<file path="src/rtl/floating_point_stim_gen.sv">
// Floating-point operand stimulus generator: table, xorshift64 and IEEE-754 special-value
// sources delivered over a valid/ready stream with a start/done run handshake.
module floating_point_stim_gen #(
    parameter int          EXP_WIDTH = 8,
    parameter int          MAN_WIDTH = 23,
    parameter int          NUM_CH    = 2,
    parameter int          DEPTH     = 16,
    parameter int          ADDR_W    = 4,
    parameter logic [63:0] LFSR_SEED = 64'h1
) (
    input  logic                                      clk,
    input  logic                                      rst,
    input  logic                                      start,
    input  logic [1:0]                                mode,
    input  logic [15:0]                               num_vec,
    input  logic                                      wr_en,
    input  logic [1:0]                                wr_ch,
    input  logic [ADDR_W-1:0]                         wr_addr,
    input  logic [1+EXP_WIDTH+MAN_WIDTH-1:0]          wr_data,
    output logic                                      out_valid,
    input  logic                                      out_ready,
    output logic [NUM_CH*(1+EXP_WIDTH+MAN_WIDTH)-1:0] dout,
    output logic [15:0]                               vec_idx,
    output logic                                      busy,
    output logic                                      done
);

    localparam int W = 1 + EXP_WIDTH + MAN_WIDTH;

    localparam logic [EXP_WIDTH-1:0] EXP_ONES = '1;
    localparam logic [EXP_WIDTH-1:0] EXP_MAX  = {{(EXP_WIDTH-1){1'b1}}, 1'b0};
    localparam logic [EXP_WIDTH-1:0] EXP_BIAS = {1'b0, {(EXP_WIDTH-1){1'b1}}};
    localparam logic [MAN_WIDTH-1:0] MAN_ONES = '1;
    localparam logic [MAN_WIDTH-1:0] MAN_ZERO = '0;
    localparam logic [MAN_WIDTH-1:0] MAN_QNAN = {1'b1, {(MAN_WIDTH-1){1'b0}}};

    typedef enum logic [1:0] {IDLE, RUN, DONE} state_t;

    state_t      state;
    logic [1:0]  mode_q;
    logic [15:0] num_q;
    logic [W-1:0]  table_mem [NUM_CH][DEPTH];
    logic [63:0]   lfsr      [NUM_CH];
    logic [63:0]   lfsr_adv  [NUM_CH];
    logic [1:0]    load_mode;
    logic [15:0]   load_idx;
    logic [NUM_CH*W-1:0] next_vec;

    function automatic logic [63:0] xs_step(input logic [63:0] s);
        logic [63:0] t;
        t = s ^ (s << 13);
        t = t ^ (t >> 7);
        t = t ^ (t << 17);
        return t;
    endfunction

    function automatic logic [W-1:0] special_val(input logic [2:0] k);
        logic [W-1:0] v;
        case (k)
            3'd0:    v = '0;
            3'd1:    v = {1'b1, {(W-1){1'b0}}};
            3'd2:    v = {1'b0, EXP_ONES, MAN_ZERO};
            3'd3:    v = {1'b1, EXP_ONES, MAN_ZERO};
            3'd4:    v = {1'b0, EXP_ONES, MAN_QNAN};
            3'd5:    v = {{(W-1){1'b0}}, 1'b1};
            3'd6:    v = {1'b0, EXP_MAX, MAN_ONES};
            default: v = {1'b0, EXP_BIAS, MAN_ZERO};
        endcase
        return v;
    endfunction

    // The vector that would be loaded next: vector 0 of a fresh run when idle, else the successor.
    always_comb begin
        load_mode = (state == IDLE) ? mode : mode_q;
        load_idx  = (state == IDLE) ? 16'd0 : vec_idx + 16'd1;
        next_vec  = '0;
        for (int c = 0; c < NUM_CH; c++) begin
            lfsr_adv[c] = xs_step((state == IDLE) ? (LFSR_SEED + 64'(c)) : lfsr[c]);
            case (load_mode)
                2'd1:    next_vec[c*W +: W] = lfsr_adv[c][W-1:0];
                2'd2:    next_vec[c*W +: W] = special_val(load_idx[2:0] + 3'(c));
                default: next_vec[c*W +: W] = table_mem[c][load_idx[ADDR_W-1:0]];
            endcase
        end
    end

    always_ff @(posedge clk or posedge rst) begin
        if (rst) begin
            for (int c = 0; c < NUM_CH; c++)
                for (int a = 0; a < DEPTH; a++)
                    table_mem[c][a] <= '0;
        end else if (wr_en) begin
            for (int c = 0; c < NUM_CH; c++)
                if (wr_ch == 2'(c))
                    table_mem[c][wr_addr] <= wr_data;
        end
    end

    always_ff @(posedge clk or posedge rst) begin
        if (rst) begin
            state     <= IDLE;
            mode_q    <= 2'd0;
            num_q     <= 16'd0;
            out_valid <= 1'b0;
            busy      <= 1'b0;
            done      <= 1'b0;
            dout      <= '0;
            vec_idx   <= 16'd0;
            for (int c = 0; c < NUM_CH; c++)
                lfsr[c] <= LFSR_SEED + 64'(c);
        end else begin
            done <= 1'b0;
            case (state)
                IDLE: begin
                    if (start) begin
                        mode_q <= mode;
                        num_q  <= num_vec;
                        busy   <= 1'b1;
                        for (int c = 0; c < NUM_CH; c++)
                            lfsr[c] <= (mode == 2'd1) ? lfsr_adv[c] : (LFSR_SEED + 64'(c));
                        if (num_vec != 16'd0) begin
                            dout      <= next_vec;
                            vec_idx   <= load_idx;
                            out_valid <= 1'b1;
                            state     <= RUN;
                        end else begin
                            state <= DONE;
                        end
                    end
                end
                RUN: begin
                    if (out_ready) begin
                        if (vec_idx == num_q - 16'd1) begin
                            out_valid <= 1'b0;
                            state     <= DONE;
                        end else begin
                            vec_idx <= load_idx;
                            dout    <= next_vec;
                            if (mode_q == 2'd1)
                                for (int c = 0; c < NUM_CH; c++)
                                    lfsr[c] <= lfsr_adv[c];
                        end
                    end
                end
                default: begin
                    // done is registered, so it pulses in the first idle cycle as busy drops
                    done  <= 1'b1;
                    busy  <= 1'b0;
                    state <= IDLE;
                end
            endcase
        end
    end

endmodule

</file>
<file path="config.mk">
export PLATFORM = sky130hd
export DESIGN_NAME = floating_point_stim_gen
export DESIGN_NICKNAME = d
export VERILOG_FILES = /design/src/rtl/floating_point_stim_gen.sv
export SDC_FILE = /design/constraint.sdc
export NUM_CORES = 2
export LEC_CHECK = 0
export BUFFER_PORTS_ARGS = -buffer_cell sky130_fd_sc_hd__clkbuf_2
export CAP_MARGIN = 10
export CORE_MARGIN = 3
export CORE_UTILIZATION = 58
export CTS_BUF_LIST = sky130_fd_sc_hd__clkbuf_8
export CTS_CLUSTER_SIZE = 8
export DETAILED_ROUTE_END_ITERATION = 8
export PLACE_DENSITY_LB_ADDON = 0.08
export SLEW_MARGIN = 20
export SYNTH_ARGS = -nofsm -noshare
export SYNTH_HDL_FRONTEND = slang
export SYNTH_SLANG_ARGS = --single-unit
</file>
<file path="constraint.sdc">
create_clock -name clk -period 36.2 [get_ports clk]
set_clock_uncertainty 0.1 [all_clocks]
set_input_delay 1.81 -clock clk [delete_from_list [all_inputs] [get_ports clk]]
set_output_delay 1.81 -clock clk [all_outputs]
set_load 0.05 [all_outputs]
</file>
# Word-level counts from Yosys, hierarchy flattened
# Index checks and enable logic that the tools add are counted.
# W data, S select, Z words.
[op_classes]
add_sub_neg = 3
order_cmp = 3
n_eq_ne = 25
n_mux = 48
bitwise = 9
reduce_logical = 16
[op_table]
columns = ["operator", "count"]
rows = [
  ["$bwmux W512", 2],
  ["$mux W128", 4],
  ["$mux W64", 8],
  ["$pmux W32 S7", 2],
  ["$bmux W32 S4", 2],
  ["$pmux W128 S2", 1],
  ["$xor A64 B64 Y64", 4],
  ["$mux W32", 5],
  ["$demux W32 S4", 1],
  ["$pmux W32 S2", 2],
  ["$pmux W64 S2", 1],
  ["$xor A64 B57 Y64", 2],
  ["$mux W16", 5],
  ["$pmux W16 S2", 1],
  ["$eq A3 B3 Y1 const B", 6],
  ["$add A16 B1 Y16 const B", 1],
  ["$eq A16 B16 Y1", 1],
  ["$reduce_bool A16 Y1", 1],
  ["$sub A16 B1 Y16 const B", 1],
  ["$reduce_and A5 Y1", 3],
  ["$eq A3 B2 Y1 const B", 4],
  ["$eq A2 B1 Y1 const B", 5],
  ["$ge A5 B5 Y1 const B", 2],
  ["$mux W2", 5],
  ["other kinds (18)", 35],
]
[totals]
register_bits = 1255
input_bits = 61
out_inout_bits = 83
elab_cells = 146

# Depth between registers and ports, before layout
[logic_depth]
ltp_word = 10
depth_mapped = 18

# Worst setup path before layout
# No wires, ideal clock.
[synth_path]
path_type = "flip-flop to flip-flop"
startpoint = "register vec_idx[1]"
endpoint = "register dout[40]"
setup_time_ns = 0.083
arrival_time_ns = 3.861
slack_ns = 32.157
path_stages_with_launch = 16
path_buffers = 5
path_cell_list = "dfrtp_1 -> ha_1 -> xor2_1 -> and2_1 -> clkbuf_1 -> inv_2 -> buf_1 -> clkbuf_1 -> buf_1 -> ha_1 -> nand2b_1 -> o31ai_1 -> clkbuf_1 -> a21oi_1 -> a31o_2 -> o21ai_0"
[synth_via]
elab_chain_cells = 10
[synth_lines]
columns = ["element", "line_no", "source"]
rows = [
  ["from (decl)", "23", "output logic [15:0] vec_idx,"],
  ["from (signal assigned)", "123", "vec_idx <= load_idx;"],
  ["from (signal assigned)", "137", "vec_idx <= load_idx;"],
  ["branches (longest 10 deep; another with $add A16 B1 Y16)", "n/a", ""],
  ["to (signal assigned)", "122", "dout <= next_vec;"],
  ["to (signal assigned)", "138", "dout <= next_vec;"],
  ["to (decl)", "22", "output logic [NUM_CH*(1+EXP_WIDTH+MAN_WIDTH)-1:0] dout,"],
]
# Parallel ways; which one is timed is not known. The select of a mux whose other input is x is not followed.
# A chain may end at the register's enable or synchronous reset.

# Worst setup path in the final report
[layout_path]
startpoint = "register vec_idx[0]"
endpoint = "register dout[30]"
[layout_via]
elab_chain_cells = 10
[layout_lines]
columns = ["element", "line_no", "source"]
rows = [
  ["$add A16 B1 Y16", "75", "load_idx = (state == IDLE) ? 16'd0 : vec_idx + 16'd1;"],
  ["$mux W16", "75", ""],
  ["$not A4 Y5 (implied by the code)", "82", "default: next_vec[c*W +: W] = table_mem[c][load_idx[ADDR_W-1:0]];"],
  ["$bmux W32 S4", "82", ""],
  ["$mux W32 (implied by the code) (2 in a row)", "82", ""],
  ["$pmux W32 S2", "79", "case (load_mode)"],
  ["$mux W64, on equally long branches", "133, 121", ""],
  ["$mux W64, on equally long branches", "132, 115", ""],
  ["$pmux W64 S2", "113", "case (state)"],
]
# Several ways; a longest one is shown, not always the timed one. The select of a mux whose other input is x is not followed.

==> results.json <==
{
  "min-delay-start": "lfsr[121]",
  "ys.flop_type": "dfrtp_1",
  "first_global_vias": 44100,
  "p_per_area_nw_per_um2": 98.6,
  "cts_setup_buffers": 0,
  "clk_pin_slew_ns": 0.06,
  "end_kind": "register",
  "slowest_stage": "buf_4",
  "path_max_fanout": 37,
  "start_util_pct": 58.6,
  "antenna_found_initial": 4,
  "yosysSeqAreaShare_pct": 50.8,
  "yosys.area_share.simple_pct": 6.00,
  "numCtsBuffers": 208,
  "final_net_count": 5356,
  "grt_setup_unrepaired": "false",
  "nFillCells": 8413,
  "muxShareOfSynthArea_pct": 24.3,
  "seqCellArea_um2": 31400,
  "hold_buffers": 0,
  "max_slew_margin_pct": 12.7,
  "synth_top_family_by_area": "multiplexers",
  "chipWidth_um": 333,
  "ioPinCount": 144,
  "drt_iter0_drc": 4577,
  "area_growth_pct": 9.22,
  "r2r_cells": 11,
  "tns_ns": 0,
  "post_cts_resize_count": 0,
  "synth_xor_xnor_area_share_pct": 4.94,
  "fmax_mhz": 173,
  "drv_slew": 0,
  "synth_cells": 5333,
  "reg2reg_slack_ns": 30.42,
  "hpwl_um": 111000,
  "finalCritPeriodShare_pct": 16.0,
  "rows": 119,
  "start_kind": "register",
  "clkLatencyLatePin_ns": 0.91,
  "required_ns": 36.87,
  "critPathKind": "register to register",
  "placed_cells": 6471,
  "cts_root_buffer": "clkbuf_8",
  "final_cell_mix": "1252 x dfrtp_1, 1132 x mux2_2, 391 x nand2_1",
  "synth_area_um2": 61900,
  "ys_ff_latch": 1255,
  "postRouteAntennaNets": 0,
  "grt_first_pass_wirelength_um": 290000,
  "cts_tree": "built",
  "wl_per_cell_um": 28.3,
  "cts_max_level": 4,
  "yosysWarnings": 0,
  "synthesis.nets": 5399,
  "grt_max_degree": 211,
  "drive_above_1_share_pct": 31.7,
  "drt_pre_antenna_iters": 5,
  "final_cells": 6845,
  "setup_violations": 0,
  "cp.arrival_ns": 6.44,
  "synth_edf_count": 0,
  "synth_compound_area_share_pct": 10.5,
  "globalRouteOverflowTotal": 0,
  "avgSynthCellArea_um2": 11.6,
  "numPortBuffers": 143,
  "whs_endpoint": "lfsr[121]",
  "cp_common_cell": "buf_4",
  "layout_commonest_cell": "dfrtp_1",
  "core_region_area_um2": 106000,
  "synth.distinct_cells": 78,
  "path_cells": "ha_4 > buf_4 > buf_4 > buf_4 > buf_4 > mux2_2 > a221oi_1 > a21oi_1 > o41ai_1 > a21oi_1 > mux2_2",
  "p_leak_nw": 31.5,
  "cp_slowest_stage_delay_ns": 0.68,
  "fin_util_pct": 64.0,
  "status": "finished clean",
  "gp_congestion": 0.881,
  "synth_adder_area_share_pct": 0.101,
  "cts_sinks": 1255,
  "tightestPinTransition_ns": 1.30,
  "hp-class": "register to register",
  "routed_wl_um": 194000,
  "rr_startpoint": "vec_idx[0]",
  "drc": 0,
  "total_power_mw": 6.66,
  "ir_drop_mv": 0.0789,
  "rr_endpoint": "dout[30]",
  "vias": 44400,
  "cap_violations": 0,
  "multi_input_area_um2": 28700,
  "die_y_um": 333,
  "via_per_inst": 6.49,
  "hold_viol": 0,
  "final.min_clock_period_ns": 5.78,
  "async_flop_share_pct": 100,
  "clk_path_buf_depth": 3,
  "whs_path_depth": 1,
  "grt_util_all_layers_pct": 34.8,
  "dieArea_um2": 111000
}
==> flip-flops by register name, summed over array words and instances, names as in the netlist <==
name and cells:
state 2, dout 64, busy 1, lfsr 128, done 1, vec_idx 16, mode_q 2, num_q 16
out_valid 1, table_mem 1024
==> cell usage after synthesis, types with 38 or more instances <==
cell type,count,area [µm²]
buf_1,93,349
o211ai_1,61,458
nor3_1,44,220
nand2_1,402,1510
clkbuf_1,353,1330
xor2_1,114,998
nor2_1,221,830
o31ai_1,58,435
o21ai_0,318,1590
nand3_1,42,210
a21oi_1,177,886
a211oi_1,57,428
mux2i_1,212,2120
dfrtp_1,1253,31400
o22ai_1,64,400
nand2b_1,54,338
a221oi_1,91,797
xnor2_1,235,2060
o221ai_1,38,333
mux2_2,1132,12700
==> where the power goes <==
part	internal, mW	total [mW]	switching (mW)
combinational	1.24	3.51	2.27
sequential	1.68	1.93	0.258
clock	0.635	1.22	0.587
==> critical path: cells and delay by family, from the launching register on <==
kind	cells	cell delay, ns
buffers and inverters	4	2.38
AOI/OAI and AO/OA	4	1.09
muxes	2	0.67
DFF	1	0.66
adders and majority gates	1	0.64
==> cells by family (layout without fill, tap and decap cells) <==
kind of cell,count (synthesis),in the layout
simple gates,852,852
mux,1351,1351
other cells,0,3
fa+ha+maj,5,5
xor+xnor,349,349
flops,1255,1255
compound gates,1007,1007
buf+inv,514,632
==> through the flow <==
| stage | hold slack, ns | worst slack, ns | area, µm² |
|---|---|---|---|
| 2_1_floorplan | 0.357 | 16.95 | 61900 |
| 3_3_place_gp | 0.360 | 29.68 | 63500 |
| 3_5_place_dp | 0.378 | 29.67 | 63500 |
| 4_1_cts | 0.387 | 30.45 | 67500 |
| 5_1_grt | 0.405 | 30.10 | 67600 |
| 6_report | 0.382 | 30.42 | 67600 |
==> per-layer routing <==
layer	up-vias	GRT usage, %	part of all wire (%)
li1	19000	-	-
met4	2	13.7	3.8
met1	23100	49.2	43
met2	1922	52.7	45
met5	-	0	0.0062
met3	402	7.35	8.4
==> worst max-delay path by stage <==
stage	slack, ns	startpoint	cells past startpoint	to
5_1_grt	30.10	vec_idx[0]	11	dout[30]
3_3_place_gp	29.68	rst	7	table_mem[824]
3_5_place_dp	29.67	rst	7	table_mem[275]
6_report	30.42	vec_idx[0]	11	dout[30]
2_1_floorplan	16.95	rst	1	busy
4_1_cts	30.45	vec_idx[0]	11	dout[30]
==> cell type report <==
cell class                      instances  area share, %
Multi-Input combinational cell       3564           42.5
Inverter                               21          0.133
Tap cell                             1391           2.58
Clock inverter                        115          0.795
Sequential cell                      1255           46.5
Clock buffer                          256           5.22
Timing Repair Buffer                  240           2.26
Antenna cell                            3         0.0111
(Power assumes the default switching activity.)
